File: config.mk
export PLATFORM = sky130hd
export DESIGN_NAME = dbg_guv_core
export DESIGN_NICKNAME = d
export VERILOG_FILES = /design/src/rtl/dbg_guv_core.sv
export SDC_FILE = /design/constraint.sdc
export NUM_CORES = 1
export LEC_CHECK = 0
export CAP_MARGIN = 10
export CORE_AREA = 2 2 148 150
export CTS_CLUSTER_DIAMETER = 100
export DETAILED_ROUTE_END_ITERATION = 7
export DIE_AREA = 0 0 150 152
export SYNTH_ARGS = -nofsm -noshare
export SYNTH_HDL_FRONTEND = slang
export SYNTH_SLANG_ARGS = --single-unit
File: constraint.sdc
create_clock -name CLOCK_50 -period 2.23 [get_ports CLOCK_50]
set_input_delay 0.446 -clock CLOCK_50 [delete_from_list [all_inputs] [get_ports CLOCK_50]]
set_output_delay 0.446 -clock CLOCK_50 [all_outputs]
set_load 0.05 [all_outputs]
File: src/rtl/dbg_guv_core.sv
// dbg_guv_core: host-commanded debug governor on the rd/wd AXI-Stream paths (drop, inject, log, pause).
// Latency: ungated channels are combinational passthrough; a command takes effect one edge after START sees it.
// Backpressure: ungated channels forward TREADY upstream; gated channels stall or sink. Optional log path: DBG_GUV_LOG_EN.
module dbg_guv_core #(
  parameter int DATA_WIDTH = 64
) (
  input  logic                  CLOCK_50,
  input  logic                  rst,
  input  logic [28:0]           cmd_in_TDATA,
  input  logic [DATA_WIDTH-1:0] rd_in_TDATA,
  input  logic                  rd_in_TLAST,
  input  logic                  rd_in_TVALID,
  output logic                  rd_in_TREADY,
  output logic [DATA_WIDTH-1:0] rd_out_TDATA,
  output logic                  rd_out_TLAST,
  output logic                  rd_out_TVALID,
  input  logic                  rd_out_TREADY,
  input  logic [DATA_WIDTH-1:0] wd_in_TDATA,
  input  logic                  wd_in_TLAST,
  input  logic                  wd_in_TVALID,
  output logic                  wd_in_TREADY,
  output logic [DATA_WIDTH-1:0] wd_out_TDATA,
  output logic                  wd_out_TLAST,
  output logic                  wd_out_TVALID,
  input  logic                  wd_out_TREADY,
  output logic [DATA_WIDTH-1:0] log_TDATA,
  output logic                  log_TVALID,
  input  logic                  log_TREADY,
  output logic [9:0]            curr_state
);

  typedef enum logic [9:0] {
    S_START       = 10'h001,
    S_DROP        = 10'h002,
    S_INJECT      = 10'h004,
    S_WAIT        = 10'h008,
    S_LOG         = 10'h010,
    S_PAUSE       = 10'h020,
    S_DONE_DROP   = 10'h040,
    S_DONE_LOG    = 10'h080,
    S_DONE_INJECT = 10'h100,
    S_DONE_PAUSE  = 10'h200
  } state_e;

  typedef enum logic [2:0] {A_NONE, A_PAUSE, A_DROP, A_INJECT, A_LOG} act_e;

  // b is cmd[7:1]: b[0] pause, b[2]/b[3] drop rd/wd, b[4]/b[5] inject rd/wd, b[6] log
  function automatic act_e dec_act(input logic [6:0] b);
    act_e a;
    a = A_NONE;
    if (b[0])                 a = A_PAUSE;
    else if (b[2] || b[3])    a = A_DROP;
    else if (b[4] || b[5])    a = A_INJECT;
`ifdef DBG_GUV_LOG_EN
    else if (b[6])            a = A_LOG;
`endif
    return a;
  endfunction

  // Target channel: 0 = rd, 1 = wd. Log always targets rd.
  function automatic logic dec_tgt(input logic [6:0] b);
    logic t;
    t = 1'b0;
    if (b[2])      t = 1'b0;
    else if (b[3]) t = 1'b1;
    else if (b[4]) t = 1'b0;
    else if (b[5]) t = 1'b1;
    return t;
  endfunction

  function automatic state_e act_state(input act_e a);
    state_e s;
    case (a)
      A_DROP:   s = S_DROP;
      A_INJECT: s = S_INJECT;
      A_LOG:    s = S_LOG;
      A_PAUSE:  s = S_PAUSE;
      default:  s = S_START;
    endcase
    return s;
  endfunction

  state_e                state_q, state_d;
  logic [22:0]           cmd_q, cmd_d;        // cmd[23:1]
  logic [1:0]            in_pkt_q, in_pkt_d;
  logic [DATA_WIDTH-1:0] last_rd_q, last_rd_d;

  // Channel views indexed 0 = rd, 1 = wd
  logic [1:0]            in_vld, in_lst, in_rdy, out_vld, out_lst, out_rdy, acc, is_tgt;
  logic [DATA_WIDTH-1:0] in_dat [2];
  logic [DATA_WIDTH-1:0] out_dat [2];

  act_e act_q, live_act;
  logic tgt_q, live_tgt, stall;

  assign in_vld    = {wd_in_TVALID, rd_in_TVALID};
  assign in_lst    = {wd_in_TLAST, rd_in_TLAST};
  assign out_rdy   = {wd_out_TREADY, rd_out_TREADY};
  assign in_dat[0] = rd_in_TDATA;
  assign in_dat[1] = wd_in_TDATA;

  assign rd_in_TREADY  = in_rdy[0];
  assign rd_out_TVALID = out_vld[0];
  assign rd_out_TLAST  = out_lst[0];
  assign rd_out_TDATA  = out_dat[0];
  assign wd_in_TREADY  = in_rdy[1];
  assign wd_out_TVALID = out_vld[1];
  assign wd_out_TLAST  = out_lst[1];
  assign wd_out_TDATA  = out_dat[1];

  assign act_q      = dec_act(cmd_q[6:0]);
  assign tgt_q      = dec_tgt(cmd_q[6:0]);
  assign live_act   = dec_act(cmd_in_TDATA[7:1]);
  assign live_tgt   = dec_tgt(cmd_in_TDATA[7:1]);
  assign is_tgt     = {tgt_q, ~tgt_q};
  assign curr_state = state_q;

  // Per-channel gating; the WAIT exit cycle holds the target so no packet starts under the action
  always_comb begin
    for (int ch = 0; ch < 2; ch++) begin
      in_rdy[ch]  = out_rdy[ch];
      out_vld[ch] = in_vld[ch];
      out_lst[ch] = in_lst[ch];
      out_dat[ch] = in_dat[ch];
      if (state_q == S_PAUSE ||
          (state_q == S_WAIT && is_tgt[ch] && act_q != A_LOG && !in_pkt_q[ch])) begin
        in_rdy[ch]  = 1'b0;
        out_vld[ch] = 1'b0;
      end else if (state_q == S_DROP && is_tgt[ch]) begin
        in_rdy[ch]  = 1'b1;
        out_vld[ch] = 1'b0;
      end else if (state_q == S_INJECT && is_tgt[ch]) begin
        in_rdy[ch]  = 1'b0;
        out_vld[ch] = 1'b1;
        out_lst[ch] = 1'b1;
        out_dat[ch] = {{(DATA_WIDTH-16){1'b0}}, cmd_q[22:7]};
      end
    end
  end

  assign acc   = in_vld & in_rdy;
  assign stall = |(out_vld & ~out_rdy);

  // Packet-boundary tracking and last accepted rd beat
  always_comb begin
    in_pkt_d  = in_pkt_q;
    last_rd_d = last_rd_q;
    for (int ch = 0; ch < 2; ch++) begin
      if (acc[ch]) in_pkt_d[ch] = ~in_lst[ch];
    end
    if (acc[0]) last_rd_d = rd_in_TDATA;
  end

  // Next-state: START latches a command, action states use the latched copy
  always_comb begin
    state_d = state_q;
    cmd_d   = cmd_q;
    case (state_q)
      S_START: begin
        if (cmd_in_TDATA[0] && live_act != A_NONE && !stall) begin
          cmd_d = cmd_in_TDATA[23:1];
          if (live_act == A_PAUSE)
            state_d = S_PAUSE;
          else if (in_pkt_q[live_tgt] || in_vld[live_tgt])
            state_d = S_WAIT;
          else
            state_d = act_state(live_act);
        end
      end
      S_WAIT:   if (!in_pkt_q[tgt_q]) state_d = act_state(act_q);
      S_DROP:   if (acc[tgt_q] && in_lst[tgt_q]) state_d = S_DONE_DROP;
      S_INJECT: if (out_rdy[tgt_q]) state_d = S_DONE_INJECT;
`ifdef DBG_GUV_LOG_EN
      S_LOG:    if (log_TREADY) state_d = S_DONE_LOG;
`else
      S_LOG:    state_d = S_START;
`endif
      S_PAUSE:  if (!cmd_in_TDATA[0] || !cmd_in_TDATA[1]) state_d = S_DONE_PAUSE;
      S_DONE_DROP, S_DONE_LOG, S_DONE_INJECT, S_DONE_PAUSE:
        if (!cmd_in_TDATA[0]) state_d = S_START;
      default:  state_d = S_START;
    endcase
  end

  // Log port
  logic unused_bits;
`ifdef DBG_GUV_LOG_EN
  assign log_TVALID  = (state_q == S_LOG);
  assign log_TDATA   = last_rd_q;
  assign unused_bits = ^{cmd_in_TDATA[28:24], cmd_in_TDATA[2], cmd_q[1]};
`else
  assign log_TVALID  = 1'b0;
  assign log_TDATA   = '0;
  assign unused_bits = ^{cmd_in_TDATA[28:24], cmd_in_TDATA[2], cmd_q[1], cmd_q[6],
                         last_rd_q, log_TREADY};
`endif

  // State and datapath registers with synchronous active-low reset
  always_ff @(posedge CLOCK_50) begin
    if (!rst) begin
      state_q   <= S_START;
      cmd_q     <= '0;
      in_pkt_q  <= '0;
      last_rd_q <= '0;
    end else begin
      state_q   <= state_d;
      cmd_q     <= cmd_d;
      in_pkt_q  <= in_pkt_d;
      last_rd_q <= last_rd_d;
    end
  end

endmodule

==> reports/qor.yml <==
place:
  pre_cts_ws_ps: -496
  gp_congestion: 0.838
  hpwl_um: 12600
  io_buffers: 299
critical_path:
  rr_startpoint: "curr_state[0]$_SDFFE_PN1P_"
  critPathCaptureType: "output port"
  cp.required_ps: 1780
  path_class: "reg -> out"
  critPathMaxFanout: 25
  crit_arrival_ps: 2100
  startpoint_type: "flop"
  r2r_cells: 12
  r2r_end: "curr_state[3]$_SDFFE_PN0P_"
  regToRegSetupSlack_ps: -180
drt:
  num_vias: 4296
  drt-initial-drc-count: 139
  ant_nets: 0
  drc: 0
  viasPerCell: 3.91
  routedWlPerCell_um: 15.3
  routed_wl_um: 16900
  firstDrtPassIters: 4
logic_synthesis:
  ys_top_cells_by_area: "dfxtp_1, buf_4, nor2b_1, and2_1, mux2_2"
  yosysSeqAreaShare: 0.185
  synthCells: 420
  ys_seq_elements: 31
  synth_ff_type: "dfxtp_1"
  synth_enable_flop_cells: 0
  postSynthAreaPerCell_um2: 8.00
  synth_cell_types: 53
  syn_area_mm2: 0.00336
  synth.top_cell.area_share: 0.185
  synth_top_cell_by_area: "dfxtp_1"
  yosysWarnings: 0
  async_flop_share: 0
timing:
  hold_viol: 0
  clock.fmax_mhz: 393
  max_slew_margin: 0.636
  fin_crit_ps: 2540
  drv_slew: 0
  fin_crit_sh: 1.14
  rsz0062_at_grt: "true"
  tightest_slew_ps: 544
  setup_viol: 162
  skew_ps: 8.76
  worst_slack_ps: -313
floorplanning:
  ios: 375
  die_y_um: 152
  start_util: 0.157
  fp.dieW_um: 150
  coreArea_mm2: 0.0214
  fp-row-count: 54
  design.die.area_mm2: 0.0228
layout:
  final_nets: 985
  fillers: 2102
  antennaDiodeCount: 0
  area_delta_synth_final_pct: 150
  drive_above_1_share: 0.466
clocking:
  cts-buffers-inserted: 5
  htreeDepth: 2
  postCtsHoldBufs: 0
  clk_latency_ps: 290
  ctsRootBufferMaster: "clkbuf_16"
  cts_max_path_buffers: 2
  clock_sinks: 31
  cts_tree: "yes"
  clk_pin_slew_ps: 60
power:
  vdd_drop_max_mv: 0.259
  power_mw: 4.43
  p_per_area_mw_per_mm2: 528
  p_leak_nw: 3.70
hold_path:
  hold_start: "cmd_q[7]$_SDFFE_PN0P_"
  worst_hold_path.endpoint: "cmd_q[7]$_SDFFE_PN0P_"
  hold_path_depth: 2
  holdCritPathClass: "reg -> reg"
grt:
  grt_overflow: 0
  grt_start_max_net_pins: 26
  grt_pass1_wl_um: 23600
  grt.total_usage: 0.135
  antenna_found_initial: 0
  grt_pass1_vias: 4161
outcome:
  status: "finished with violations"
  violations: "setup timing"
job:
  drv_cap: 0
## cell families after synthesis
| group | Yosys count | share of synthesized area |
|---|---|---|
| AO/OA/AOI/OAI | 48 | 0.111 |
| XOR/XNOR | 1 | 0.00261 |
| buffers and inverters | 96 | 0.188 |
| flip-flops | 31 | 0.185 |
| multiplexers | 59 | 0.188 |
| other | 1 | 0.00112 |
| AND/OR/NAND/NOR | 184 | 0.325 |
## sequential cells by signal, summed over array words and instances, names as in the netlist
signal      count
in_pkt_q        2
curr_state      8
cmd_q          21
## worst max path at each step
stage / from / endpoint / slack (ps) / depth (start not counted)
detailed placement: cmd_in_TDATA[5] / curr_state[8]$_SDFFE_PN0P_ / -500 / 8
floorplan: curr_state[3]$_SDFFE_PN0P_ / cmd_q[0]$_SDFFE_PN0P_ / -80 / 9
finish: curr_state[0]$_SDFFE_PN1P_ / wd_out_TDATA[2] / -310 / 7
CTS: curr_state[0]$_SDFFE_PN1P_ / wd_out_TDATA[2] / -340 / 7
global route: curr_state[0]$_SDFFE_PN1P_ / wd_out_TDATA[2] / -360 / 7
global placement: cmd_in_TDATA[5] / curr_state[6]$_SDFFE_PN0P_ / -400 / 8
## metrics by stage
step	cell area, um^2	util	setup TNS, ps	hold WS, ps	std cells
4_1_cts	7940	0.372	-38790	533	1081
3_5_place_dp	7040	0.330	-10900	513	1051
3_3_place_gp	7040	0.330	-9280	503	1051
5_1_grt	8390	0.393	-46120	560	1100
6_report	8390	0.393	-35020	528	1100
2_1_floorplan	3900	-	-2070	470	486
## worst max-delay path, cell delays in order, from the launching register on
cell and delay, ps:
dfxtp_4 360, nor4_4 270, buf_6 160, buf_6 100
o2111ai_4 170, buf_12 210, mux2_1 340, buf_6 160
## routing by layer
metal | up-vias | GRT usage | routed length [um]
li1 | 2071 | - | -
met1 | 1972 | 0.165 | 6680
met2 | 243 | 0.240 | 8650
met3 | 10 | 0.0270 | 1310
met4 | 0 | 0.0319 | 204
met5 | - | 0 | 0
## layout make-up
type	count	area (um^2)	area share
clock buffers	7	143	0.0170
clock inverters	1	5.00	0.000596
inverters	5	18.8	0.00224
well taps	280	350	0.0417
repair buffers	417	4450	0.530
multi-input cells	359	2780	0.331
flip-flops and latches	31	651	0.0775
## cell usage after synthesis (2+ instances only)
master,instances
a21oi_1,6
a22oi_1,2
a311oi_1,2
and2_1,51
buf_2,4
buf_4,67
buf_6,2
clkbuf_1,18
dfxtp_1,31
inv_1,4
mux2_1,6
mux2_2,26
mux2i_1,27
nand2_1,14
nand2b_1,4
nand3_1,4
nand3b_1,5
nor2_1,29
nor2b_1,60
nor3_1,2
nor3_2,2
nor4b_1,2
o2111ai_1,2
o21ai_0,16
o22ai_1,4
o31ai_1,3
## placed cells by master (no fill, tap or decap), drive strengths merged, types with 5 or more instances in the layout
cell           count
a21oi              6
and2              51
buf              248
clkbuf            12
clkdlybuf4s50    164
conb              67
dfxtp             31
mux2              32
mux2i             27
nand2             15
nand3b             5
nor2              29
nor2b             61
nor3               5
o21ai             18
## where the power goes
group | internal (mW) | total, mW | switching, mW
registers | 0.647 | 0.747 | 0.0998
logic | 1.35 | 2.97 | 1.62
clock network | 0.443 | 0.718 | 0.275
## timing repair
item                       CTS  global route
gates resized for setup    139            55
setup endpoints to repair  162           162
gates cloned                 4             5
pin swaps                    4            11
buffers inserted            18            16
hold endpoints to repair     0             0
(Power assumes the default switching activity.)
